`src/rtl/uart_out_arbiter.sv`:
```
// Packet-level round-robin arbiter sharing one UART TX byte stream between requesters.
// A grant covers a whole packet (ended by in_last) or ends after an idle timeout.
module uart_out_arbiter #(
    parameter int Requesters    = 4,
    parameter int DataWidth     = 8,
    parameter int TimeoutCycles = 1024
) (
    input  logic                              clock,
    input  logic                              reset,
    input  logic [Requesters*DataWidth-1:0]   in_data,
    input  logic [Requesters-1:0]             in_valid,
    input  logic [Requesters-1:0]             in_last,
    output logic [Requesters-1:0]             in_ready,
    output logic [DataWidth-1:0]              out_data,
    output logic                              out_valid,
    input  logic                              out_ready,
    output logic                              grant_valid,
    output logic [$clog2(Requesters)-1:0]     grant_index,
    output logic                              timeout_pulse
);

    localparam int IW = $clog2(Requesters);
    localparam int CW = $clog2(TimeoutCycles) + 1;
    localparam logic [CW-1:0] CNT_LIMIT = CW'(TimeoutCycles - 1);
    localparam logic [CW-1:0] CNT_MAX   = '1;
    localparam logic [IW-1:0] LAST_IDX  = IW'(Requesters - 1);
    localparam logic [IW:0]   REQ_W     = (IW + 1)'(Requesters);

    // Handshake: a byte moves when out_valid && out_ready; only the holder sees in_ready.
    typedef enum logic {
        IDLE   = 1'b0,
        LOCKED = 1'b1
    } state_t;

    state_t          state, state_nxt;
    logic [IW-1:0]   grant_nxt;
    logic [IW-1:0]   ptr_q, ptr_nxt;
    logic [CW-1:0]   cnt_q, cnt_nxt;
    logic            pulse_nxt;

    logic [2*Requesters-1:0] dbl;
    logic [Requesters-1:0]   rot;
    logic                    pick_found;
    logic [IW:0]             pick_sum;
    logic [IW-1:0]           pick_idx;

    logic                    hold_valid;
    logic                    hold_last;
    logic [DataWidth-1:0]    hold_data;
    logic [IW-1:0]           rel_ptr;

    // Rotate requests so bit 0 is the pointer position, then take the lowest set bit.
    always_comb begin
        dbl        = {in_valid, in_valid} >> ptr_q;
        rot        = dbl[Requesters-1:0];
        pick_found = 1'b0;
        pick_sum   = '0;
        for (int k = Requesters - 1; k >= 0; k--) begin
            if (rot[k]) begin
                pick_found = 1'b1;
                pick_sum   = {1'b0, ptr_q} + (IW + 1)'(k);
            end
        end
        if (pick_sum >= REQ_W) begin
            pick_sum = pick_sum - REQ_W;
        end
        pick_idx = pick_sum[IW-1:0];
    end

    always_comb begin
        hold_valid = 1'b0;
        hold_last  = 1'b0;
        hold_data  = '0;
        for (int i = 0; i < Requesters; i++) begin
            if (grant_index == IW'(i)) begin
                hold_valid = in_valid[i];
                hold_last  = in_last[i];
                hold_data  = in_data[i*DataWidth +: DataWidth];
            end
        end
        rel_ptr = (grant_index == LAST_IDX) ? '0 : grant_index + IW'(1);
    end

    always_comb begin
        state_nxt = state;
        grant_nxt = grant_index;
        ptr_nxt   = ptr_q;
        cnt_nxt   = cnt_q;
        pulse_nxt = 1'b0;
        case (state)
            IDLE: begin
                if (pick_found) begin
                    state_nxt = LOCKED;
                    grant_nxt = pick_idx;
                    cnt_nxt   = '0;
                end
            end
            LOCKED: begin
                if (hold_valid) begin
                    cnt_nxt = '0;
                    if (out_ready && hold_last) begin
                        state_nxt = IDLE;
                        grant_nxt = '0;
                        ptr_nxt   = rel_ptr;
                    end
                end else if (TimeoutCycles != 0 && cnt_q == CNT_LIMIT) begin
                    state_nxt = IDLE;
                    grant_nxt = '0;
                    ptr_nxt   = rel_ptr;
                    cnt_nxt   = '0;
                    pulse_nxt = 1'b1;
                end else if (TimeoutCycles != 0 && cnt_q != CNT_MAX) begin
                    cnt_nxt = cnt_q + CW'(1);
                end
            end
            default: begin
                state_nxt = IDLE;
                grant_nxt = '0;
            end
        endcase
    end

    always_ff @(posedge clock) begin
        if (!reset) begin
            state         <= IDLE;
            grant_index   <= '0;
            ptr_q         <= '0;
            cnt_q         <= '0;
            timeout_pulse <= 1'b0;
        end else begin
            state         <= state_nxt;
            grant_index   <= grant_nxt;
            ptr_q         <= ptr_nxt;
            cnt_q         <= cnt_nxt;
            timeout_pulse <= pulse_nxt;
        end
    end

    // Data path is a pure mux from the holder; nothing is buffered.
    always_comb begin
        grant_valid = (state == LOCKED);
        in_ready    = '0;
        out_valid   = 1'b0;
        out_data    = '0;
        if (state == LOCKED) begin
            out_valid             = hold_valid;
            out_data              = hold_data;
            in_ready[grant_index] = out_ready;
        end
    end

endmodule

```
`config.mk`:
```
export PLATFORM = sky130hd
export DESIGN_NAME = uart_out_arbiter
export DESIGN_NICKNAME = d
export VERILOG_FILES = /design/src/rtl/uart_out_arbiter.sv
export SDC_FILE = /design/constraint.sdc
export NUM_CORES = 1
export LEC_CHECK = 0
export ABC_AREA = 0
export CAP_MARGIN = 20
export CORE_MARGIN = 4
export CORE_UTILIZATION = 38
export DETAILED_ROUTE_END_ITERATION = 10
export PLACE_DENSITY = 0.77
export SLEW_MARGIN = 0
export SYNTH_ARGS = -nofsm -noshare
export SYNTH_HDL_FRONTEND = slang
export SYNTH_SLANG_ARGS = --single-unit
```
`constraint.sdc`:
```
create_clock -name clock -period 2.3 [get_ports clock]
set_clock_uncertainty 0.1 [all_clocks]
set_input_delay 0.46 -clock clock [delete_from_list [all_inputs] [get_ports clock]]
set_output_delay 0.46 -clock clock [all_outputs]
set_load 0.02 [all_outputs]
```
==> flow_metrics.py <==
metrics = {
    "critical_path": {
        "worstSetupStartpoint": "grant_index[0]",
        "worstSetupPathType": "register to primary output",
        "rr_worst_depth": 8,
        "arrival_ns": 1.81,
        "r2r-start": "grant_index[0]",
        "end_kind": "primary output",
        "reg2reg_slack_ns": -0.04,
        "rr_endpoint": "ptr_q[1]",
        "critPathMaxFanout": 5,
        "critPathCapture": "out_valid",
        "worstPathRequired_ns": 1.74,
        "startpoint_type": "register",
    },
    "timing": {
        "whs_ns": 0.3920,
        "rsz0062_at_grt": "true",
        "hold_viol_final": 0,
        "finalMaxSlewViolations": 0,
        "setup_viol": 12,
        "worstMarginPinSlew_ns": 0.5052,
        "slew_headroom_pct": 66.01,
        "period_share_pct": 103.1,
        "fmax_mhz": 421.8,
        "finalCriticalPeriod_ns": 2.371,
        "fin_ws_ns": -0.07056,
    },
    "die": {
        "die_w_um": 67.63,
        "top_level_ports": 60,
        "core_area_um2": 3390,
        "rows": 21,
        "die_area_um2": 4574,
        "initial_core_util_pct": 39.87,
        "die_h_um": 67.63,
    },
    "synth": {
        "synth_fp_nets": 232,
        "yosys.area.top_type": "dfxtp_1",
        "yosys.area.top_type_share_pct": 25.19,
        "ys_top_cells_by_area": "dfxtp_1 (25%), a21oi_1 (8.1%), a221oi_1 (5.2%)",
        "netlist_instances": 184,
        "syn-cell-area_um2": 1351,
        "synth_warnings": 0,
        "synth-seq-area-share_pct": 25.19,
        "synth.distinct_cells": 39,
        "syn-mean-instance-area_um2": 7.344,
        "synth-seq-cells": 17,
    },
    "cells_and_area": {
        "n_antenna_cell": 0,
        "fillCellCount": 245,
        "areaGrowthSynthToFinish_pct": 82.41,
        "multi_input_area_um2": 1109,
        "fin_util_pct": 72.72,
        "fin_nets": 326,
        "layout-drive-gt1-share_pct": 30.32,
        "seq_area_um2": 342.8,
        "final_area_um2": 2465,
    },
    "clock_network": {
        "tritoncts": "done",
        "clock_tree.root_cell": "clkbuf_4",
        "insertion_delay_ns": 0.29,
        "htree_levels": 1,
        "clk_pin_slew_worst_paths_ns": 0.09,
        "cts_buffers": 3,
        "clockBufferDepth": 2,
        "cts.sinks": 17,
        "hold_buffers": 0,
    },
    "grt": {
        "grt_pass1_vias": 1626,
        "antenna_found_initial": 0,
        "grt_start_max_net_pins": 20,
        "grt_first_pass_wirelength_um": 7355,
        "overflow": 0,
        "track_usage_pct": 20.41,
    },
    "routing": {
        "wl_per_cell_um": 15.35,
        "drt_first_pass_iters": 4,
        "route.detailed.drc": 0,
        "drt_iter0_drc": 114,
        "vias": 1780,
        "viasPerCell": 5.511,
        "finalWirelength_um": 4957,
        "postRouteAntennaNets": 0,
    },
    "run_status": {
        "status": "finished with violations",
        "violations": "negative setup slack",
    },
    "power_and_ir_drop": {
        "power_per_cell_area_nw_per_um2": 339.6,
        "ir_drop_v": 0.0003224,
        "power_uw": 837.0,
        "leakagePower_uw": 0.0009475,
    },
    "placed_design": {
        "dp_hpwl_um": 3426,
        "port_buffers": 59,
        "globalplace.congestion": 0.9270,
        "dpl_cell_area_um2": 2187,
    },
    "hold_path": {
        "hold_path.class": "register to register",
    },
    "flow_run": {
        "drv_cap": 0,
    },
}
-- cells in the mapped netlist, drive strengths merged --
master   count
a21oi       23
dfxtp       17
nor2        17
nor2b       11
o21ai       10
clkbuf       9
inv          9
nand2        9
nor3         9
a221oi       8
nand3        7
and3         5
ha           5
nor3b        5
or4          5
nand4        4
nor4         4
o31ai        4
a211oi       3
mux2i        3
nand2b       3
a211o        2
nand3b       2
or3          2
a31o         1
a41oi        1
and4         1
buf          1
o21bai       1
o2bb2ai      1
o31a         1
or2          1
-- how the worst min path moves through the flow --
stage	start	to	slack (ns)	depth (start not counted)
floorplan	cnt_q[10]	cnt_q[10]	0.34	2
global placement	cnt_q[10]	cnt_q[10]	0.35	2
detailed placement	cnt_q[10]	cnt_q[10]	0.37	2
CTS	cnt_q[10]	cnt_q[10]	0.38	2
global route	cnt_q[10]	cnt_q[10]	0.41	2
finish	cnt_q[10]	cnt_q[10]	0.39	2
-- final cells by class --
cell class	count	area share [%]
clock buffers	4	1.066
inverters	9	1.371
multi-input cells	149	44.97
flip-flops and latches	17	13.91
well taps	46	2.335
repair buffers	98	36.35
-- cell usage in the layout (no fill, tap or decap), drive strengths merged, types with 2 or more instances in the layout --
master,count
a211o,2
a211oi,3
a21oi,23
a221oi,8
and3,5
buf,48
clkbuf,4
clkdlybuf4s50,46
dfxtp,17
dlygate4sd2,3
ha,5
inv,9
mux2i,3
nand2,9
nand2b,3
nand3,7
nand3b,2
nand4,4
nor2,17
nor2b,12
nor3,9
nor3b,5
nor4,4
o21ai,10
o31ai,4
or3,2
or4,5
-- critical path, stage by stage (launching register included) --
cell,delay [ns]
dfxtp_2,0.34
buf_6,0.12
ha_4,0.18
buf_4,0.13
a211oi_2,0.24
a211o_1,0.22
buf_4,0.13
nor2_4,0.03
buf_6,0.14
-- routing by layer --
metal	vias up	GRT usage [%]	part of all wire (%)	routed length, um
li1	874	-	-	-
met1	827	23.75	42	2082
met2	74	38.15	47	2354
met3	5	5.824	10	508
met4	0	1.266	0.24	12
met5	-	0	0	0
-- sequential cells by signal, indices dropped and copies added, names as in the netlist --
register,cells
grant_index,2
cnt_q,11
grant_valid,1
ptr_q,2
timeout_pulse,1
-- timing repair --
item / CTS / global route
endpoints found under the setup margin: 25 / 22
gates cloned: 1 / 0
resized for setup: 73 / 15
pin swaps: 8 / 8
hold endpoints to repair: 0 / 0
setup buffers: 5 / 7
-- per-stage QoR --
step | setup WS, ns | setup TNS, ns | instances
2_1_floorplan | 0.02459 | 0 | 184
3_3_place_gp | -0.3600 | -5.250 | 307
3_5_place_dp | -0.3859 | -6.207 | 307
4_1_cts | -0.08720 | -0.4034 | 316
5_1_grt | -0.1557 | -2.204 | 323
6_report | -0.07056 | -0.3540 | 323
-- report_power, final --
| group | switching (uW) | total, uW | internal (uW) | leakage, uW |
|---|---|---|---|---|
| registers | 4.63 | 305 | 300 | 0.000139 |
| logic | 169 | 376 | 206 | 0.000794 |
| clock network | 89.3 | 157 | 67.5 | 0.0000150 |
| total | 263 | 837 | 574 | 0.000947 |
-- cell families (layout without fill, tap and decap cells) --
group,after synthesis,after routing,synth area share (%)
buf+inv,19,111,5.370
compound gates,55,55,27.32
flops,17,17,25.19
mux,3,3,2.222
fa+ha+maj,5,5,4.630
simple gates,85,86,35.28
No activity file was read; power rests on OpenSTA's default activity.
